===== src/rtl/shift_sequencer_pkg.sv =====
// rtl/shift_sequencer_pkg.sv - shared widths, op codes and FSM states for shift_sequencer
package shift_sequencer_pkg;

  localparam int WIDTH  = 5;
  localparam int WIDTH2 = 32;

  localparam logic [1:0] OP_SLL = 2'b00;
  localparam logic [1:0] OP_SRL = 2'b01;
  localparam logic [1:0] OP_ROL = 2'b10;
  localparam logic [1:0] OP_ROR = 2'b11;

  typedef enum logic [1:0] {
    ST_IDLE   = 2'd0,
    ST_PASS1  = 2'd1,
    ST_PASS2  = 2'd2,
    ST_RESULT = 2'd3
  } state_e;

  function automatic logic is_rotate(input logic [1:0] op);
    return op[1];
  endfunction

endpackage


===== src/rtl/shift_cmd_fifo.sv =====
// rtl/shift_cmd_fifo.sv - synchronous command FIFO with full/empty from a registered count
module shift_cmd_fifo #(
  parameter int DEPTH = 2,
  parameter int W     = 8
) (
  input  logic         clk,
  input  logic         rst,
  input  logic         push,
  input  logic [W-1:0] push_data,
  input  logic         pop,
  output logic [W-1:0] pop_data,
  output logic         full,
  output logic         empty
);

  localparam int AW = $clog2(DEPTH);
  localparam logic [AW:0] DEPTH_C = (AW + 1)'(DEPTH);

  logic [W-1:0]  mem [DEPTH];
  logic [AW-1:0] wr_ptr;
  logic [AW-1:0] rd_ptr;
  logic [AW:0]   count;
  logic          do_push;
  logic          do_pop;

  assign full     = (count == DEPTH_C);
  assign empty    = (count == '0);
  // a full FIFO refuses a push even when a pop happens in the same cycle
  assign do_push  = push && !full;
  assign do_pop   = pop && !empty;
  assign pop_data = mem[rd_ptr];

  always_ff @(posedge clk) begin
    if (do_push) mem[wr_ptr] <= push_data;
  end

  always_ff @(posedge clk) begin
    if (rst) begin
      wr_ptr <= '0;
      rd_ptr <= '0;
      count  <= '0;
    end else begin
      if (do_push) wr_ptr <= wr_ptr + 1'b1;
      if (do_pop)  rd_ptr <= rd_ptr + 1'b1;
      if (do_push && !do_pop)      count <= count + 1'b1;
      else if (do_pop && !do_push) count <= count - 1'b1;
    end
  end

endmodule


===== src/rtl/shift_sequencer.sv =====
// rtl/shift_sequencer.sv - queued shift/rotate sequencer driving an external logical barrel shifter
module shift_sequencer
  import shift_sequencer_pkg::*;
#(
  parameter int FIFO_DEPTH = 2,
  parameter int TAG_W      = 4
) (
  input  logic              CLK,
  input  logic              RST,
  input  logic              REQ_VALID,
  output logic              REQ_READY,
  input  logic [1:0]        REQ_OP,
  input  logic [WIDTH-1:0]  REQ_AMT,
  input  logic [WIDTH2-1:0] REQ_DATA,
  input  logic [TAG_W-1:0]  REQ_TAG,
  output logic              SH_DIR,
  output logic [WIDTH-1:0]  SH_AMT,
  output logic [WIDTH2-1:0] SH_DIN,
  input  logic [WIDTH2-1:0] SH_DOUT,
  output logic              RES_VALID,
  input  logic              RES_READY,
  output logic [WIDTH2-1:0] RES_DATA,
  output logic [TAG_W-1:0]  RES_TAG,
  output logic              BUSY
);

  localparam int CMD_W = 2 + WIDTH + WIDTH2 + TAG_W;

  state_e            state;
  logic              full;
  logic              empty;
  logic [CMD_W-1:0]  head;
  logic [1:0]        h_op;
  logic [WIDTH-1:0]  h_amt;
  logic [WIDTH2-1:0] h_data;
  logic [TAG_W-1:0]  h_tag;
  logic [1:0]        op_q;
  logic [WIDTH-1:0]  amt_q;
  logic [WIDTH2-1:0] data_q;
  logic [TAG_W-1:0]  tag_q;
  logic [WIDTH2-1:0] acc;

  assign REQ_READY = !full && !RST;
  assign BUSY      = (state != ST_IDLE) || !empty;
  assign {h_op, h_amt, h_data, h_tag} = head;

  shift_cmd_fifo #(
    .DEPTH (FIFO_DEPTH),
    .W     (CMD_W)
  ) u_fifo (
    .clk       (CLK),
    .rst       (RST),
    .push      (REQ_VALID && REQ_READY),
    .push_data ({REQ_OP, REQ_AMT, REQ_DATA, REQ_TAG}),
    .pop       (state == ST_IDLE),
    .pop_data  (head),
    .full      (full),
    .empty     (empty)
  );

  // Shifter inputs are registered one state ahead so they are valid throughout PASS1/PASS2.
  always_ff @(posedge CLK) begin
    if (RST) begin
      state     <= ST_IDLE;
      op_q      <= OP_SLL;
      amt_q     <= '0;
      data_q    <= '0;
      tag_q     <= '0;
      acc       <= '0;
      SH_DIR    <= 1'b0;
      SH_AMT    <= '0;
      SH_DIN    <= '0;
      RES_VALID <= 1'b0;
      RES_DATA  <= '0;
      RES_TAG   <= '0;
    end else begin
      case (state)
        ST_IDLE: begin
          if (!empty) begin
            op_q   <= h_op;
            amt_q  <= h_amt;
            data_q <= h_data;
            tag_q  <= h_tag;
            SH_DIR <= h_op[0];
            SH_AMT <= h_amt;
            SH_DIN <= h_data;
            state  <= ST_PASS1;
          end
        end
        ST_PASS1: begin
          acc <= SH_DOUT;
          if (is_rotate(op_q) && amt_q != '0) begin
            // second pass shifts the opposite way by 32-amt; OR-ing both passes forms the rotate
            SH_DIR <= !op_q[0];
            SH_AMT <= -amt_q;
            SH_DIN <= data_q;
            state  <= ST_PASS2;
          end else begin
            SH_DIR    <= 1'b0;
            SH_AMT    <= '0;
            SH_DIN    <= '0;
            RES_VALID <= 1'b1;
            RES_DATA  <= SH_DOUT;
            RES_TAG   <= tag_q;
            state     <= ST_RESULT;
          end
        end
        ST_PASS2: begin
          acc       <= acc | SH_DOUT;
          SH_DIR    <= 1'b0;
          SH_AMT    <= '0;
          SH_DIN    <= '0;
          RES_VALID <= 1'b1;
          RES_DATA  <= acc | SH_DOUT;
          RES_TAG   <= tag_q;
          state     <= ST_RESULT;
        end
        ST_RESULT: begin
          if (RES_READY) begin
            RES_VALID <= 1'b0;
            state     <= ST_IDLE;
          end
        end
        default: state <= ST_IDLE;
      endcase
    end
  end

endmodule

===== config.mk =====
export PLATFORM = sky130hd
export DESIGN_NAME = shift_sequencer
export DESIGN_NICKNAME = d
export VERILOG_FILES = /design/src/rtl/shift_sequencer_pkg.sv /design/src/rtl/shift_cmd_fifo.sv /design/src/rtl/shift_sequencer.sv
export SDC_FILE = /design/constraint.sdc
export NUM_CORES = 1
export LEC_CHECK = 0
export CELL_PAD_IN_SITES_DETAIL_PLACEMENT = 1
export CELL_PAD_IN_SITES_GLOBAL_PLACEMENT = 2
export CORE_MARGIN = 3
export CORE_UTILIZATION = 32
export CTS_BUF_LIST = sky130_fd_sc_hd__clkbuf_8
export CTS_CLUSTER_DIAMETER = 200
export DETAILED_ROUTE_END_ITERATION = 10
export HOLD_SLACK_MARGIN = 0.15
export MAX_ROUTING_LAYER = met4
export PLACE_DENSITY = 0.86
export SLEW_MARGIN = 30
export SYNTH_ARGS = -nofsm -noshare
export SYNTH_HDL_FRONTEND = slang
export SYNTH_HIERARCHICAL = 1
export SYNTH_SLANG_ARGS = --single-unit

===== constraint.sdc =====
create_clock -name CLK -period 2.4 [get_ports CLK]
set_clock_uncertainty 0.15 [all_clocks]
set_input_delay 0.48 -clock CLK [delete_from_list [all_inputs] [get_ports CLK]]
set_output_delay 0.48 -clock CLK [all_outputs]
set_load 0.1 [all_outputs]

Word-level counts from Yosys, hierarchy flattened
Memories as Yosys holds them, arrays and structs flattened. A register that Yosys moved wholly into a read port is not among the register bits.
Index checks and enable logic that the tools add are counted.
{ "word_totals": {"regBits": 156, "latchBits": 0, "mem_bits_rw": 86, "romBits": 0, "in_bits": 79, "output_inout_bits": 77, "elab_cells": 84, "mem_count": 1} }
{ "classes": {"addsub": 5, "n_mul": 0, "div_mod_pow": 0, "magnitude_cmp": 0, "n_eq_ne": 7, "n_shift": 0, "n_mux": 27, "bitwise": 2, "n_reduce_logical": 27} }
{ "memory_table": {"columns": ["name", "depth", "word_bits", "rd", "rd_ports_with_merged_regs", "write_ports", "line_no", "source"], "rows": [
  ["u_fifo.mem", 2, 43, 1, 1, 1, "shift_cmd_fifo.sv:19", "logic [W-1:0] mem [DEPTH];"]
]} }
{ "ops": {"columns": ["operator", "count"], "rows": [
  ["$pmux W32 S2", 2],
  ["$mux W32", 3],
  ["$pmux W32 S3", 1],
  ["$or A32 B32 Y32", 1],
  ["$pmux W5 S3", 1],
  ["$mux W5", 2],
  ["$mux W1", 9],
  ["$mux W2", 4],
  ["$pmux W2 S4", 1],
  ["$pmux W4 S2", 1],
  ["$reduce_and A2 Y1", 4],
  ["$logic_and A1 B1 Y1", 7],
  ["$eq A2 B2 Y1 const B", 3],
  ["$logic_not A1 Y1", 6],
  ["$ne A2 B2 Y1 const B", 3],
  ["$pmux W1 S3", 2],
  ["$reduce_bool A2 Y1", 3],
  ["$reduce_bool A3 Y1", 2],
  ["$neg A5 Y5", 1],
  ["$reduce_bool A5 Y1", 1],
  ["$logic_not A2 Y1", 2],
  ["$mux W4", 1],
  ["$reduce_and A3 Y1", 1],
  ["$add A1 B1 Y1 const B", 2],
  ["other kinds (5)", 5]
]} }

Depth between registers and ports, before layout
Gate-level depths: netlist (run 1).
{ "depth": {"depth_word": 9, "ltp_mapped": 9, "depth_no_buf": 9} }

By module
The synthesis (run 1) kept the hierarchy.
{ "by_module_without_submodules": {"columns": ["mod", "instances", "cells_each", "area_per_inst_um2", "seq_area_each_um2"], "rows": [
  ["shift_sequencer", 1, 676, 5994.5, 3042.9],
  ["shift_cmd_fifo", 1, 159, 3316.9, 2682.6]
]} }

Worst setup path after synthesis (run 1)
No wires, ideal clock.
{ "synth_timing": {"kind": "input to register", "start": "input RST", "end": "memory u_fifo/mem[0][0] in the netlist's numbering, enable pin", "t_arrival_ns": 3.446, "slack_ns": -1.593, "cell_stages": 6, "path_buffers": 1, "path_cell_list": "buf_2 nor2_1 and2_1 inv_1 or3_1 inv_1"} }
{ "synth_via": {"elab_chain_len": 6} }
{ "synth_rtl": {"columns": ["element", "line_no", "source"], "rows": [
  ["from (decl)", "shift_sequencer.sv:9", "input logic RST,"],
  ["$logic_not A1 Y1", "shift_sequencer.sv:43", "assign REQ_READY = !full && !RST;"],
  ["$logic_and A1 B1 Y1", "shift_sequencer.sv:43", null],
  ["named net REQ_READY", "shift_sequencer.sv:11", "output logic REQ_READY,"],
  ["$logic_and A1 B1 Y1", "shift_sequencer.sv:53", ".push (REQ_VALID && REQ_READY),"],
  ["$logic_and A1 B1 Y1", "shift_cmd_fifo.sv:29", "assign do_push = push && !full;"],
  ["$mux W1", "shift_cmd_fifo.sv:34", "if (do_push) mem[wr_ptr] <= push_data;"],
  ["$mux W1 (not written as such)", "shift_cmd_fifo.sv:34", null],
  ["to (decl)", "shift_cmd_fifo.sv:19", null]
]} }
The timed path passes the listed nets, and every way through them passes these cells.

Final worst setup path (run 1)
{ "layout_timing": {"start": "register state[0]", "end": "output BUSY"} }
{ "layout_via": {"elab_chain_len": 2} }
{ "layout_rtl": {"columns": ["element", "line_no", "source"], "rows": [
  ["from (decl)", "shift_sequencer.sv:29", "state_e state;"],
  ["from (signal assigned)", "shift_sequencer.sv:64", "state <= ST_IDLE;"],
  ["from (signal assigned)", "shift_sequencer.sv:87", "state <= ST_PASS1;"],
  ["from (signal assigned)", "shift_sequencer.sv:97", "state <= ST_PASS2;"],
  ["$reduce_bool A2 Y1", "shift_sequencer.sv:44", "assign BUSY = (state != ST_IDLE) || !empty;"],
  ["$logic_or A1 B1 Y1", "shift_sequencer.sv:44", null],
  ["to (decl)", "shift_sequencer.sv:24", "output logic BUSY"]
]} }
No other way between the ends.

==> results.cfg, run 1 <==
[status]
status = completed

[synth]
ys_ff_latch = 243
syn_area_um2 = 9310
yosys.area_share.adder = 0.0121
syn_avg_cell_area_um2 = 11.2
synth_simple_gate_area_frac = 0.103
synth_compound_area_frac = 0.173
synth_xor_area_frac = 0.00376
synthMuxAreaShare = 0.0520
synth_top_family_by_area = compound AO/OA/AOI/OAI gates
mappedNetlistNets = 923
synth-warning-count = 6
synth_cell_type_count = 41
netlist_instances = 835
yosysSeqAreaShare = 0.615

[timing]
relSlewSlack = 0.501
post-route-min-period_ns = 2.29
timing.fmax_mhz = 437
finalMaxSlewViolations = 0
hold_viol = 0
fin_crit_sh = 0.952
setup_viol = 0
worst_slew_pin_slew_ns = 0.748
rsz0062_at_grt = no

[routing]
vias_per_cell = 5.03
wl_um = 26100
drc_errors = 0
vias = 7062
ant_nets = 0
wl_per_cell_um = 18.6
first_pass_iters = 5
dr.first_iter.drc_count = 368

[layout]
synthToLayoutAreaGrowth_pct = 30.1
final_cells = 1405
drive_gt1_frac = 0.249
final_net_count = 1080
layout_common_cells = 154 x dfxtp_1, 116 x a21oi_1, 93 x buf_4
layout_commonest_cell = dfxtp_1
utilization = 0.429

[critical_path]
critPathCaptureType = primary output
required_ns = 1.77
path_class = reg2out
path_max_fanout = 8
start_kind = register
worst-endpoint-arrival_ns = 1.66

[clock_tree]
htree_num_levels = 2
root_buffer = clkbuf_8
cts_buffers = 42
clockBufferDepth = 3
cts_tree = yes
insertion_delay_ns = 0.56
postCtsSetupRepairBufs = 0
holdBufCountCts = 0
clkTransAtPathRegs_ns = 0.06
numClockSinks = 243

[global_route]
antenna_found_initial = 1
grt_pass1_wl_um = 41100
grt_max_degree = 158
grt_pass1_vias = 7498
grt_overflow_total = 0
track_usage = 0.170

[floorplanning]
die_width_um = 177
initial_core_util = 0.330
rows = 61
io-pin-count = 156
die_area_um2 = 31200
core_um2 = 28200
fp.dieH_um = 177

[place]
gp_congestion = 0.735
numPortBuffers = 155
place_inst = 1326
dpl.hpwl_um = 16200

[hold_path]
hp-class = reg2reg

[run]
maxCapViolations = 0
routing by layer:
layer	global-route usage	vias to the layer above	wire length [um]
li1	-	3358	-
met1	0.214	3445	11500
met2	0.268	206	12100
met3	0.0471	53	1990
met4	0.0511	0	552
met5	-	-	0
registers in the layout, indices dropped and copies added, names as in the netlist, named ones only:
| name | flops |
|---|---|
| tag_q | 4 |
| amt_q | 5 |
| state | 2 |
| u_fifo/wr_ptr | 1 |
| acc | 32 |
| SH_DIR | 1 |
| u_fifo/rd_ptr | 1 |
| u_fifo/count | 2 |
| op_q | 2 |
| SH_AMT | 5 |
| SH_DIN | 32 |
| RES_TAG | 4 |
| u_fifo/mem | 86 |
| data_q | 32 |
| RES_VALID | 1 |
| RES_DATA | 32 |
layout make-up:
cell class	count	area, um2
flip-flops and latches	243	5730
diodes	1	2.50
inverters	9	37.5
multi-input cells	514	3280
well taps	378	473
fillers	3061	16100
repair buffers	182	1690
clock inverters	31	251
clock buffers	47	647
worst paths after layout:
| check | startpoint | endpoint | slack (ns) | depth (start not counted) |
|---|---|---|---|---|
| hold reg to reg | op_q[0] | op_q[0] | 0.30 | 2 |
| hold / removal | op_q[0] | op_q[0] | 0.30 | 2 |
| setup reg to reg | amt_q[0] | SH_DIN[1] | 0.16 | 8 |
| setup / recovery | state[0] | BUSY | 0.11 | 4 |
synth_stat cells:
master    number  area, um2
nor2b_2        1       8.76
buf_4          7       52.6
a31oi_1        1       6.26
or2_2          1       6.26
buf_8          2       30.0
mux2_2        43        484
buf_6          1       11.3
inv_1          8       30.0
nand2b_1       5       31.3
or3_1          3       18.8
buf_2         30        150
nand3_2        1       10.0
a21oi_1      117        586
or4_1          1       7.51
xor2_1         3       26.3
a221oi_2      19        285
a211oi_2       1       12.5
nor3b_1        1       7.51
nor2_1        77        289
buf_1          4       15.0
dfxtp_1      157       3140
nand3_1        5       25.0
and2_1         2       12.5
edfxtp_1      86       2580
a211oi_1      33        248
a21o_1         2       15.0
nand2_1       87        327
nor2b_1        1       6.26
a311oi_1       1       8.76
o31ai_1        1       7.51
ha_1           9        113
clkbuf_1      25       93.8
xnor2_1        1       8.76
and4b_1        1       10.0
nor3_1        37        185
nand3b_1       1       7.51
inv_2          1       3.75
and3b_1        1       8.76
o21ai_0        8       40.0
a22oi_1       32        240
a221oi_1      18        158
stage by stage:
step / setup WS (ns) / TNS, ns / cell area (um2) / hold slack, ns
after floorplan: -0.319 / -13.72 / 9340 / 0.286
after global placement: 0.00317 / 0 / 11200 / 0.291
after detailed placement: 0.0154 / 0 / 11200 / 0.299
after CTS: 0.0409 / 0 / 12100 / 0.307
after global routing: 0.0136 / 0 / 12100 / 0.320
final: 0.114 / 0 / 12100 / 0.304
cells by family after synthesis:
family,after synthesis
adder cells (fa/ha/maj),9
XOR/XNOR,4
multiplexers,43
AND/OR/NAND/NOR,225
flip-flops,243
buffers and inverters,78
AO/OA/AOI/OAI,233
worst max-delay path, cell delays in order, from the launching register on:
cell and delay [ns]:
dfxtp_2 0.35, inv_1 0.16, ha_4 0.25, nand2_2 0.14, buf_12 0.21
what timing repair did:
item,4_1_cts,5_1_grt
resized for setup,5,7
hold endpoints to repair,0,0
endpoints found under the setup margin,1,45
Power of run 1 is not shown: default switching activity piles up to over one toggle a cycle in this logic, so the estimate is an artifact.
==> inputs of run 2 (changes only) <==
--- a/config.mk
+++ b/config.mk
@@ -7,14 +7,15 @@
 export LEC_CHECK = 0
 export CELL_PAD_IN_SITES_DETAIL_PLACEMENT = 1
 export CELL_PAD_IN_SITES_GLOBAL_PLACEMENT = 2
+export CORE_ASPECT_RATIO = 0.7
 export CORE_MARGIN = 3
-export CORE_UTILIZATION = 32
+export CORE_UTILIZATION = 35
 export CTS_BUF_LIST = sky130_fd_sc_hd__clkbuf_8
 export CTS_CLUSTER_DIAMETER = 200
 export DETAILED_ROUTE_END_ITERATION = 10
 export HOLD_SLACK_MARGIN = 0.15
 export MAX_ROUTING_LAYER = met4
-export PLACE_DENSITY = 0.86
+export PLACE_DENSITY = 0.89
 export SLEW_MARGIN = 30
 export SYNTH_ARGS = -nofsm -noshare
 export SYNTH_HDL_FRONTEND = slang
==> constraint.sdc (replaced) <==
create_clock -name CLK -period 2.3 [get_ports CLK]
set_clock_uncertainty 0.15 [all_clocks]
set_input_delay 0.46 -clock CLK [delete_from_list [all_inputs] [get_ports CLK]]
set_output_delay 0.46 -clock CLK [all_outputs]
set_load 0.1 [all_outputs]
==> run 2 against run 1 <==
Critical path depth is 4 higher. Wire length is 0.53% higher. Final cell count is 1.6% lower. Die area is 8.2% lower. Largest cell class unchanged. Register-to-register slack worse by 0.04 ns. Utilization is 3.7 points higher. Global-route usage is 1.5 points higher.
==> results.cfg, run 2 (same netlist as run 1, synthesis figures left out) <==
[critical_path]
critPathCaptureType = register
critPathMaxStageDelay_ns = 0.42
worst-endpoint-arrival_ns = 2.47
crit_family = simple AND/OR/NAND/NOR gates
path_class = reg2reg
crit_chain = inv_1, ha_1, nor3b_2, ha_2, and4b_4, buf_6, a221oi_1, nor3_1
path_max_fanout = 8
required_ns = 2.59
cp_num_buf_inv = 2
crit_slowest_cell = and4b_4
start_kind = register

[layout]
largest_register_ffs = 86
layout_commonest_cell = dfxtp_1
fillCellCount = 2824
ff_latch_area_um2 = 5730
synthToLayoutAreaGrowth_pct = 29.7
multi_input_area_um2 = 3280
final_net_count = 1082
layout_common_cells = 154 x dfxtp_1, 116 x a21oi_1, 91 x buf_4
regMostFlops = u_fifo/mem
drive_gt1_frac = 0.248

[global_route]
track_usage = 0.185
grt_pass1_wl_um = 41100
grt_max_degree = 158
grt_overflow_total = 0
antenna_found_initial = 0
grt_pass1_vias = 7316

[timing]
setup_tns_ns = 0
rsz0062_at_grt = no
fin_crit_sh = 0.947
hold_viol = 0
post-route-min-period_ns = 2.18
setup_viol = 0
worst_slew_pin_slew_ns = 0.884
relSlewSlack = 0.411
timing.fmax_mhz = 459
finalMaxSlewViolations = 0

[place]
gp_congestion = 0.728
dpl.hpwl_um = 16400
numPortBuffers = 155

[clock_tree]
clockBufferDepth = 3
cts_tree = yes
numClockSinks = 243
holdBufCountCts = 0
insertion_delay_ns = 0.54
htree_num_levels = 2
clkTransAtPathRegs_ns = 0.06
root_buffer = clkbuf_8
cts_buffers = 40

[floorplanning]
die_width_um = 201
rows = 49
initial_core_util = 0.359
die_area_um2 = 28600
io-pin-count = 156
core_um2 = 25900
fp.dieH_um = 142

[routing]
vias = 7018
wl_um = 26300
dr.first_iter.drc_count = 402
first_pass_iters = 5
wl_per_cell_um = 19.0
ant_nets = 0
drc_errors = 0
vias_per_cell = 5.08

[status]
status = completed

[hold_path]
hp-class = reg2reg

[run]
maxCapViolations = 0
## run 2: cell count changes in the layout (fill, tap and decap cells not counted), sizes merged
cell,delta
clkbuf,+6
bufinv,-4
clkinvlp,-4
buf,+3
clkinv,-2
inv,-2
and4b,+1
## run 2: final timing paths
| path | from | end | slack (ns) | cells after the start |
|---|---|---|---|---|
| hold / removal | tag_q[0] | tag_q[0] | 0.30 | 2 |
| setup / recovery | amt_q[1] | SH_DIN[26] | 0.12 | 8 |
| hold reg to reg | tag_q[0] | tag_q[0] | 0.30 | 2 |
| setup reg to reg | amt_q[1] | SH_DIN[26] | 0.12 | 8 |
## run 2: cell type report
cell class	count	area share
diodes	1	0.000207
clock buffers	53	0.0604
clock inverters	19	0.00653
inverters	9	0.00311
multi-input cells	515	0.272
flip-flops and latches	243	0.474
well taps	357	0.0370
repair buffers	185	0.147
## run 2: what timing repair did
action	CTS	global route
pin swaps	0	2
cloned	0	1
gates resized for setup	5	8
buffers inserted	0	2
setup endpoints to repair	4	45
## run 2: layer usage
layer	vias to the layer above	track usage	routed length, um
met5	-	-	0
met4	0	0.0562	535
met3	47	0.0430	1380
met2	149	0.288	12100
met1	3452	0.242	12300
li1	3370	-	-
## run 2: worst reg2reg max path, cell delays in order (launching register included)
cell      delay, ns
dfxtp_1        0.37
inv_1          0.06
ha_1           0.20
nor3b_2        0.17
ha_2           0.22
and4b_4        0.42
buf_6          0.19
a221oi_1       0.09
nor3_1         0.21
## run 2: stage by stage
| stage | instance area (um2) | instances | setup WS [ns] | hold WS [ns] | util |
|---|---|---|---|---|---|
| 2_1_floorplan | 9340 | 835 | -0.399 | 0.286 | - |
| 3_3_place_gp | 11200 | 1306 | -0.0163 | 0.292 | 0.432 |
| 3_5_place_dp | 11200 | 1306 | -0.0237 | 0.298 | 0.432 |
| 4_1_cts | 12000 | 1378 | 0.00767 | 0.307 | 0.464 |
| 5_1_grt | 12100 | 1381 | 0.0101 | 0.308 | 0.466 |
| 6_report | 12100 | 1382 | 0.121 | 0.305 | 0.466 |
Power of run 2 is left out for the same reason.
==> inputs of run 3 (changes only) <==
==> constraint.sdc (replaced) <==
create_clock -name CLK -period 2.8 [get_ports CLK]
set_clock_uncertainty 0.15 [all_clocks]
set_input_delay 0.56 -clock CLK [delete_from_list [all_inputs] [get_ports CLK]]
set_output_delay 0.56 -clock CLK [all_outputs]
set_load 0.1 [all_outputs]
==> run 3 against run 2 <==
Critical path depth fell by 5. Count of clock-buffer cells in the layout fell by 1. Via count fell by 1.1%. Cell area fell by 1.4%. Final cell count fell by 0.72%. Critical path type is now reg2out. Non-clock buffer count fell by 10. First-iteration DRC count rose by 5.2%. Wire length fell by 2.8%.
==> results.cfg, run 3 (same netlist as run 1, synthesis figures left out) <==
[status]
status = completed

[place]
dpl.hpwl_um = 15800
place_inst = 1298
numPortBuffers = 155
gp_congestion = 0.725

[routing]
wl_um = 25500
wl_per_cell_um = 18.6
vias_per_cell = 5.06
ant_nets = 0
first_pass_iters = 4
vias = 6941
drc_errors = 0
dr.first_iter.drc_count = 423

[timing]
rsz0062_at_grt = no
timing.fmax_mhz = 383
fin_crit_sh = 0.932
setup_tns_ns = 0
finalMaxSlewViolations = 0
relSlewSlack = 0.437
post-route-min-period_ns = 2.61
setup_viol = 0
worst_slew_pin_slew_ns = 0.844
hold_viol = 0

[floorplanning]
core_um2 = 25900
initial_core_util = 0.359
fp.dieH_um = 142
rows = 49
die_area_um2 = 28600
io-pin-count = 156
die_width_um = 201

[clock_tree]
cts_buffers = 40
cts_resized = 0
clkTransAtPathRegs_ns = 0.06
postCtsSetupRepairBufs = 0
clockBufferDepth = 3
holdBufCountCts = 0
root_buffer = clkbuf_8
numClockSinks = 243
cts_tree = yes
htree_num_levels = 2
insertion_delay_ns = 0.54

[run]
maxCapViolations = 0

[power_and_ir_drop]
leakage_nw = 4.39
peakVddDrop_uv = 755
power.density_nw_per_um2 = 1400

[layout]
drive_gt1_frac = 0.230
multi_input_area_um2 = 3240
ff_latch_area_um2 = 5730
synthToLayoutAreaGrowth_pct = 28.0
layout_commonest_cell = dfxtp_1
final_net_count = 1071
fillCellCount = 2824
final_cells = 1372
regMostFlops = u_fifo/mem
largest_register_ffs = 86
layout_common_cells = 156 x dfxtp_1, 116 x a21oi_1, 87 x nand2_1

[global_route]
antenna_found_initial = 1
grt_pass1_wl_um = 39900
grt_pass1_vias = 7207
grt_overflow_total = 0
grt_max_degree = 158
track_usage = 0.179

[critical_path]
worst-endpoint-arrival_ns = 1.90
crit_slowest_cell = nor2_1
path_max_fanout = 5
crit_chain = nor2_1, nand2_1, buf_12
critPathMaxStageDelay_ns = 0.46
required_ns = 2.09
path_class = reg2out
critPathCaptureType = primary output
start_kind = register

[hold_path]
hp-class = reg2reg
run 3: worst max-delay path, delay by kind of cell, from the launching register on:
| kind | cells | cell delay, ns |
|---|---|---|
| AND/OR/NAND/NOR | 2 | 0.76 |
| buffers and inverters | 1 | 0.24 |
| flip-flops | 1 | 0.37 |
run 3: per-stage QoR:
step	hold WS (ns)	area, um2	power, mW	setup WS, ns	utilization
2_1_floorplan	0.286	9340	11.5	0.000620	-
3_3_place_gp	0.291	11100	13.5	0.387	0.428
3_5_place_dp	0.299	11100	13.7	0.392	0.428
4_1_cts	0.306	11900	16.9	0.160	0.459
5_1_grt	0.339	11900	17.7	0.0593	0.459
6_report	0.308	11900	16.6	0.190	0.459
run 3: path summary, 6_finish.rpt:
| path | from | to | slack [ns] | cells after the start |
|---|---|---|---|---|
| setup / recovery | u_fifo/count[0] | BUSY | 0.19 | 3 |
| hold / removal | data_q[0] | data_q[0] | 0.31 | 2 |
| setup reg to reg | amt_q[0] | RES_DATA[22] | 0.42 | 8 |
| hold reg to reg | data_q[0] | data_q[0] | 0.31 | 2 |
run 3: report_power, final:
part	internal, mW	total (mW)	leakage, nW	switching, mW
Combinational	2.53	8.50	1.85	5.96
Clock	1.67	3.07	0.469	1.40
Sequential	4.56	5.08	2.08	0.516
run 3: layout make-up:
cell class / instances / area share
Sequential cell: 243 / 0.481
Multi-Input combinational cell: 514 / 0.272
Timing Repair Buffer: 175 / 0.139
Clock buffer: 52 / 0.0601
Tap cell: 357 / 0.0375
Clock inverter: 21 / 0.00735
Inverter: 9 / 0.00315
Antenna cell: 1 / 0.000210
run 3: metal layers:
layer,share of wire,up-vias,track usage
met2,0.45,152,0.271
met4,0.022,0,0.0584
met5,0,-,-
met1,0.48,3403,0.239
met3,0.051,46,0.0407
li1,-,3340,-
No activity file was read; power rests on OpenSTA's default activity.
